<file path="src/rtl/pwm_pkg.sv">
// Shared state encoding, default sizing and helpers for the PWM scan controller.
package pwm_pkg;

    typedef enum logic [2:0] {
        IDLE  = 3'd0,
        LOAD  = 3'd1,
        LATCH = 3'd2,
        RUN   = 3'd3,
        BLANK = 3'd4
    } scan_state_e;

    localparam int DWIDTH_DEF = 8;
    localparam int STAGE_DEF  = 8;
    localparam int ROWS_DEF   = 4;
    localparam int PERIOD     = 1 << DWIDTH_DEF;

    // Index width that stays at least one bit wide when only one entry exists.
    function automatic int idxWidth(input int n);
        return (n <= 1) ? 1 : $clog2(n);
    endfunction

endpackage

</file>
<file path="src/rtl/pwm_period_cnt.sv">
// Global PWM period counter: synchronous clear beats enable, tc flags the last count.
module pwm_period_cnt #(
    parameter int DWIDTH = 8
) (
    input  logic              clk_i,
    input  logic              rst_i,
    input  logic              clear_i,
    input  logic              en_i,
    output logic [DWIDTH-1:0] count_o,
    output logic              tc_o
);

    logic [DWIDTH-1:0] count_q, count_d;

    always_comb begin
        count_d = count_q;
        if (clear_i) begin
            count_d = '0;
        end else if (en_i) begin
            count_d = count_q + DWIDTH'(1);
        end
    end

    always_ff @(posedge clk_i) begin
        if (rst_i) begin
            count_q <= '0;
        end else begin
            count_q <= count_d;
        end
    end

    assign count_o = count_q;
    assign tc_o    = en_i && (count_q == '1);

endmodule

</file>
<file path="src/rtl/pwm_scan_ctrl.sv">
// Frame sequencer: loads a row of brightness words, strobes the latches,
// runs one PWM period per row and steps the row select with blanking between rows.
module pwm_scan_ctrl
    import pwm_pkg::*;
#(
    parameter int DWIDTH = DWIDTH_DEF,
    parameter int STAGE  = STAGE_DEF,
    parameter int ROWS   = ROWS_DEF
) (
    input  logic                      clk_i,
    input  logic                      rst_i,
    input  logic                      start_i,
    input  logic                      stop_i,
    input  logic [DWIDTH-1:0]         data_in_i,
    input  logic                      data_valid_i,
    output logic                      data_ready_o,
    output logic                      shift_en_o,
    output logic [DWIDTH-1:0]         shift_data_o,
    output logic                      hsync_o,
    output logic                      pwm_en_o,
    output logic [DWIDTH-1:0]         gcount_o,
    output logic [idxWidth(ROWS)-1:0] row_sel_o,
    output logic                      busy_o,
    output logic                      frame_done_o
);

    localparam int RS_W = idxWidth(ROWS);
    localparam int LC_W = idxWidth(STAGE);

    scan_state_e       state_q, state_d;
    logic [LC_W-1:0]   loadCnt_q, loadCnt_d;
    logic              latchPh_q, latchPh_d;
    logic [RS_W-1:0]   rowSel_q, rowSel_d;
    logic              shiftEn_q, shiftEn_d;
    logic [DWIDTH-1:0] shiftData_q, shiftData_d;
    logic              frameDone_q, frameDone_d;

    logic              accept;
    logic              lastWord;
    logic              lastRow;
    logic              cntClear;
    logic              cntEn;
    logic              cntTc;
    logic [DWIDTH-1:0] gcount;

    assign accept   = (state_q == LOAD) && data_valid_i;
    assign lastWord = (loadCnt_q == LC_W'(STAGE - 1));
    assign lastRow  = (rowSel_q == RS_W'(ROWS - 1));
    assign cntEn    = (state_q == RUN);
    // Holding the counter cleared outside RUN guarantees every row starts at zero.
    assign cntClear = stop_i || (state_q != RUN);

    pwm_period_cnt #(
        .DWIDTH (DWIDTH)
    ) u_period_cnt (
        .clk_i   (clk_i),
        .rst_i   (rst_i),
        .clear_i (cntClear),
        .en_i    (cntEn),
        .count_o (gcount),
        .tc_o    (cntTc)
    );

    always_comb begin
        state_d     = state_q;
        loadCnt_d   = loadCnt_q;
        latchPh_d   = 1'b0;
        rowSel_d    = rowSel_q;
        shiftEn_d   = 1'b0;
        shiftData_d = shiftData_q;
        frameDone_d = 1'b0;

        case (state_q)
            IDLE: begin
                if (start_i) begin
                    state_d   = LOAD;
                    rowSel_d  = '0;
                    loadCnt_d = '0;
                end
            end
            LOAD: begin
                if (accept) begin
                    shiftEn_d   = 1'b1;
                    shiftData_d = data_in_i;
                    loadCnt_d   = loadCnt_q + LC_W'(1);
                    if (lastWord) begin
                        state_d   = LATCH;
                        loadCnt_d = '0;
                    end
                end
            end
            // First LATCH cycle carries the final shift; the second strobes hsync.
            LATCH: begin
                if (latchPh_q) begin
                    state_d = RUN;
                end else begin
                    latchPh_d = 1'b1;
                end
            end
            RUN: begin
                if (cntTc) begin
                    if (lastRow) begin
                        state_d     = IDLE;
                        rowSel_d    = '0;
                        frameDone_d = 1'b1;
                    end else begin
                        state_d  = BLANK;
                        rowSel_d = rowSel_q + RS_W'(1);
                    end
                end
            end
            BLANK: begin
                state_d   = LOAD;
                loadCnt_d = '0;
            end
            default: begin
                state_d = IDLE;
            end
        endcase

        // Abort discards any partial row; no hsync means the latches keep old data.
        if (stop_i) begin
            state_d     = IDLE;
            loadCnt_d   = '0;
            latchPh_d   = 1'b0;
            rowSel_d    = '0;
            shiftEn_d   = 1'b0;
            shiftData_d = '0;
            frameDone_d = 1'b0;
        end
    end

    always_ff @(posedge clk_i) begin
        if (rst_i) begin
            state_q     <= IDLE;
            loadCnt_q   <= '0;
            latchPh_q   <= 1'b0;
            rowSel_q    <= '0;
            shiftEn_q   <= 1'b0;
            shiftData_q <= '0;
            frameDone_q <= 1'b0;
        end else begin
            state_q     <= state_d;
            loadCnt_q   <= loadCnt_d;
            latchPh_q   <= latchPh_d;
            rowSel_q    <= rowSel_d;
            shiftEn_q   <= shiftEn_d;
            shiftData_q <= shiftData_d;
            frameDone_q <= frameDone_d;
        end
    end

    assign data_ready_o = (state_q == LOAD);
    assign shift_en_o   = shiftEn_q;
    assign shift_data_o = shiftData_q;
    assign hsync_o      = (state_q == LATCH) && latchPh_q;
    assign pwm_en_o     = (state_q == RUN);
    assign gcount_o     = gcount;
    assign row_sel_o    = rowSel_q;
    assign busy_o       = (state_q != IDLE);
    assign frame_done_o = frameDone_q;

endmodule

</file>
<file path="config.mk">
export PLATFORM = sky130hd
export DESIGN_NAME = pwm_scan_ctrl
export DESIGN_NICKNAME = d
export VERILOG_FILES = /design/src/rtl/pwm_pkg.sv /design/src/rtl/pwm_period_cnt.sv /design/src/rtl/pwm_scan_ctrl.sv
export SDC_FILE = /design/constraint.sdc
export NUM_CORES = 1
export LEC_CHECK = 0
export BUFFER_PORTS_ARGS = -buffer_cell sky130_fd_sc_hd__buf_2
export CAP_MARGIN = 20
export CORE_ASPECT_RATIO = 1.5
export CORE_MARGIN = 2
export CORE_UTILIZATION = 49
export CTS_CLUSTER_DIAMETER = 150
export DETAILED_ROUTE_END_ITERATION = 7
export PLACE_DENSITY = 0.77
export SLEW_MARGIN = 0
export SYNTH_ARGS = -nofsm -noshare
export SYNTH_HDL_FRONTEND = slang
export SYNTH_SLANG_ARGS = --single-unit
</file>
<file path="constraint.sdc">
create_clock -name clk_i -period 1.6 [get_ports clk_i]
set_input_delay 0.32 -clock clk_i [delete_from_list [all_inputs] [get_ports clk_i]]
set_output_delay 0.32 -clock clk_i [all_outputs]
set_load 0.05 [all_outputs]
</file>
# Word-level counts from Yosys, hierarchy flattened
# Cells that the tools add are included.
[word_totals]
reg_bits = 27
input_bits = 13
[classes]
n_addsub = 3
reduce_logical = 17
eq_ne = 13
n_mux = 18
n_bitwise = 4
[op_table]
columns = ["cell", "count"]
rows = [
  ["3-bit 2-to-1 mux", 9],
  ["3-bit one-hot mux with 5 select lines", 1],
  ["3-bit one-hot mux with 3 select lines", 1],
  ["8-bit by 1-bit adder with 8-bit output (second input constant)", 1],
  ["8-bit == test (second input constant)", 1],
  ["3-bit by 2-bit == test with 1-bit output (second input constant)", 2],
  ["3-bit == test (second input constant)", 2],
  ["2-bit 2-to-1 mux", 3],
  ["2-bit != test (second input constant)", 3],
  ["3-bit AND reduction", 2],
  ["3-bit nonzero test", 2],
  ["3-bit OR reduction", 2],
  ["5-bit AND reduction", 1],
  ["2-bit by 1-bit != test with 1-bit output (second input constant)", 2],
  ["1-bit NOT", 4],
  ["2-bit one-hot mux with 2 select lines", 1],
  ["2-bit OR reduction", 2],
  ["4-bit OR reduction", 1],
  ["3-bit by 1-bit adder with 3-bit output (second input constant)", 1],
  ["3-bit by 1-bit == test with 1-bit output (second input constant)", 1],
  ["1-bit logical AND", 3],
  ["3-bit zero test", 1],
  ["1-bit 2-to-1 mux", 3],
  ["3-bit by 2-bit != test with 1-bit output (second input constant)", 1],
  ["other kinds (5)", 5],
]

# Depth between registers and ports, before layout
[logic_depth]
word_depth = 4
ltp_mapped = 5
depth_no_buf = 5

# Hierarchy
# From an unflattened synthesis, not the netlist that was laid out.
[unflattened]
hier_cells = 142
area_unflattened_um2 = 1219.9
[by_module_without_submodules]
columns = ["module", "area_each_um2", "n_inst", "seq_area_each_um2", "cells_per_inst"]
rows = [
  ["pwm_scan_ctrl", 865.8, 1, 380.4, 102],
  ["pwm_period_cnt", 354.1, 1, 160.2, 40],
]

# Least setup slack after synthesis
# OpenSTA, ideal clock, no wires.
[synth_path]
path_kind = "register -> output"
startpoint = "reg state_q[2]"
endpoint = "out hsync_o"
t_arrival_ns = 1.790
n_path_buf = 1
path_slack_ns = -0.510
stages_incl_launch_ff = 4
t_required_ns = 1.280
path_cell_list = "dfxtp_1 buf_2 nand2b_4 nor3b_1"
[synth_between]
elab_chain_len = 2
[synth_lines]
columns = ["item", "line_no", "text"]
rows = [
  ["from (decl)", "pwm_scan_ctrl.sv:30", "scan_state_e state_q, state_d;"],
  ["from (signal assigned)", "pwm_scan_ctrl.sv:143", "state_q <= state_d;"],
  ["3-bit by 2-bit == test with 1-bit output", "pwm_scan_ctrl.sv:156", "assign hsync_o = (state_q == LATCH) && latchPh_q;"],
  ["1-bit logical AND", "pwm_scan_ctrl.sv:156", ""],
  ["to (decl)", "pwm_scan_ctrl.sv:19", "output logic hsync_o,"],
]
# No other way between the ends.

# Worst setup path in the final report
# Same ends and word-level chain as after synthesis.

==> impl_metrics.tcl <==
set metrics [dict create \
    grtUsageMet3_pct 2.786 \
    clock-root-buffer "clkbuf_4" \
    synth_seq_cells 27 \
    setup_viol 0 \
    port_buffers 36 \
    worstPathRequired_ps 1280 \
    slew_viol_final 0 \
    fin_util_pct 64.42 \
    yosysTopAreaCellShare_pct 44.95 \
    synth_top_cell_by_area "dfxtp_1" \
    pwr-share-comb_pct 8.7 \
    r2r-end "state_q[0]" \
    min_period_ps 1587 \
    synth.area.top_cells "dfxtp_1 45%, nand2_1 7.5%, a21oi_1 5.0%" \
    row_count 22 \
    routed_via_density 5.460 \
    relSlewSlack_pct 72.62 \
    fin_crit_sh_pct 99.17 \
    first_global_vias 1029 \
    die_area_mm2 0.002874 \
    max_slew.worst_pin.slew_ps 407.3 \
    chipHeight_um 64.67 \
    p_seq_share_pct 64.1 \
    cp_max_fo 6 \
    rrSetupSlack_ps 130 \
    die_w_um 44.45 \
    num_antenna_cells 0 \
    ctsHoldBuffers 0 \
    synth_warnings 0 \
    ys_top_cells_by_count "27 x dfxtp_1, 24 x nand2_1, 12 x a21oi_1, 7 x nand3_1, 7 x nor2_1" \
    use_met1_pct 18.75 \
    hold_end "shift_data_o[0]" \
    synth.avg_cell_area_um2 9.109 \
    cellLeakagePower_nw 0.6713 \
    start_util_pct 50.21 \
    area_growth_pct 28.30 \
    netlist_instances 132 \
    syn_area_mm2 0.001202 \
    core-area_mm2 0.002395 \
    wl_per_cell_um 12.76 \
    end_kind "output pin" \
    clock.fmax_mhz 630.2 \
    ant_nets 0 \
    p_int_w 0.0008056 \
    crit_type "reg -> out" \
    rsz0062_at_grt "true" \
    worstHoldStart "data_in_i[0]" \
    path_clk_slew_ps 140 \
    syn-num-nets 149 \
    r2r_cells 5 \
    clock_latency_ps 320 \
    cap_violations 0 \
    yosysMostFrequentCell "dfxtp_1" \
    synth_flop_cell "dfxtp_1" \
    grt_use_total_pct 18.62 \
    synth-edff-count 0 \
    cts_buffer_depth 2 \
    final-hold-violation-count 0 \
    grt_antenna_before_repair 0 \
    cts.sinks 27 \
    drt-initial-drc-count 26 \
    drive_above_1_share_pct 37.50 \
    final_cell_area_mm2 0.001543 \
    seq_area_frac_synth_pct 44.95 \
    cts_tree "done" \
    drcViolationCount 0 \
    placed_cell_area_mm2 0.001415 \
    post-dp-hpwl_um 1851 \
    htreeDepth 1 \
    fillers 193 \
    r2r_start "loadCnt_q[0]" \
    grt_pass1_wl_um 4098 \
    power.total_w 0.001057 \
    io-pin-count 37 \
    vias 1092 \
    clock_skew_ps 6.983 \
    numCtsBuffers 3 \
    use_met2_pct 35.66 \
    arrival_ps 1270 \
    wl_um 2551 \
    powerDensity_mw_per_mm2 684.9 \
    ys_async_sr_fraction_pct 0 \
    p_switching_w 0.0002510 \
    overflow 0 \
    min_path_type "in -> reg" \
    synth_cell_type_count 38 \
    critPathLaunchType "register" \
    p_clk_share_pct 27.2 \
    dr.pass1.iters 4 \
    min_path_cells 3 \
    busiest_layer "met2" \
    nets 194 \
    status "finished clean" \
    ir_worst_vdd_mv 0.4860 \
    globalplace.congestion 0.8412 \
    grt_max_degree 16 \
    power_switching_share_pct 23.76 \
]
==> sequential cells by signal, summed over array words and instances (netlist names) <==
register,cells
row_sel_o,2
loadCnt_q,3
latchPh_q,1
state_q,3
frame_done_o,1
shift_data_o,8
u_period_cnt.count_o,8
shift_en_o,1
==> metal layers <==
layer | up-vias | wire, um | part of all wire [%]
li1 | 551 | - | -
met1 | 503 | 1049 | 41
met2 | 34 | 1365 | 54
met3 | 4 | 101 | 4.0
met4 | 0 | 35 | 1.4
met5 | - | 0 | 0
==> critical path, cell delays in order (launching register included) <==
cell	delay, ps
dfxtp_4	390
nand2b_4	160
nor3b_4	220
buf_6	180
==> cell usage in the layout (no fill, tap or decap), types with 2 or more instances in the layout <==
master,count
buf_2,32
buf_6,4
xor2_1,2
ha_1,4
mux2i_1,5
nor3b_4,2
a21oi_1,12
or3_1,4
dfxtp_2,2
o21ai_0,4
clkbuf_4,3
buf_4,11
dfxtp_1,22
or4b_1,2
nand2_1,24
nand3_1,7
nor2_1,7
dfxtp_4,3
nor4_1,3
==> worst max path at each step <==
stage / start / to / cells past startpoint
floorplan: state_q[2] / hsync_o / 3
global placement: state_q[1] / hsync_o / 3
detailed placement: state_q[1] / hsync_o / 3
CTS: state_q[1] / busy_o / 2
global route: state_q[2] / hsync_o / 3
finish: state_q[2] / hsync_o / 3
==> metrics by stage <==
| stage | cells | worst slack, ps | TNS, ps | hold WS [ps] |
|---|---|---|---|---|
| global placement | 189 | 113.6 | 0 | 421.7 |
| CTS | 197 | 2.627 | 0 | 203.9 |
| floorplan | 132 | -22.69 | -22.69 | 410.7 |
| global route | 200 | -36.32 | -85.94 | 184.3 |
| detailed placement | 189 | 73.99 | 0 | 432.0 |
| finish | 200 | 13.30 | 0 | 218.0 |
==> logic make-up after synthesis <==
family,count (synthesis),share of synthesized area (%)
flip-flops,27,44.95
adder cells (fa/ha/maj),4,4.162
XOR/XNOR,3,2.186
buffers and inverters,9,3.538
AND/OR/NAND/NOR,63,31.11
multiplexers,5,4.162
AO/OA/AOI/OAI,21,9.887
==> what timing repair did <==
item	in CTS	in global routing
setup endpoints to repair	4	4
endpoints found under the hold margin	0	0
setup buffers	4	3
pin swaps	1	1
resized for setup	15	1
==> final cells by class <==
cell class	count	area, um^2	share of cell area (%)
multi-input combinational	96	635.6	41.20
sequential	27	554.3	35.93
tap	24	30.03	1.946
clock inverter	1	5.005	0.3244
clock buffer	3	22.52	1.460
timing repair buffer	47	287.8	18.65
inverter	2	7.507	0.4866
==> power groups by stage <==
stage               clock network, W   logic, W  registers (W)
finish                      0.000288  0.0000919       0.000677
global route                0.000335  0.0000977       0.000678
CTS                         0.000303  0.0000874       0.000678
detailed placement                 0  0.0000822       0.000696
global placement                   0  0.0000806       0.000695
floorplan                          0  0.0000478       0.000700
(Power assumes the default switching activity.)
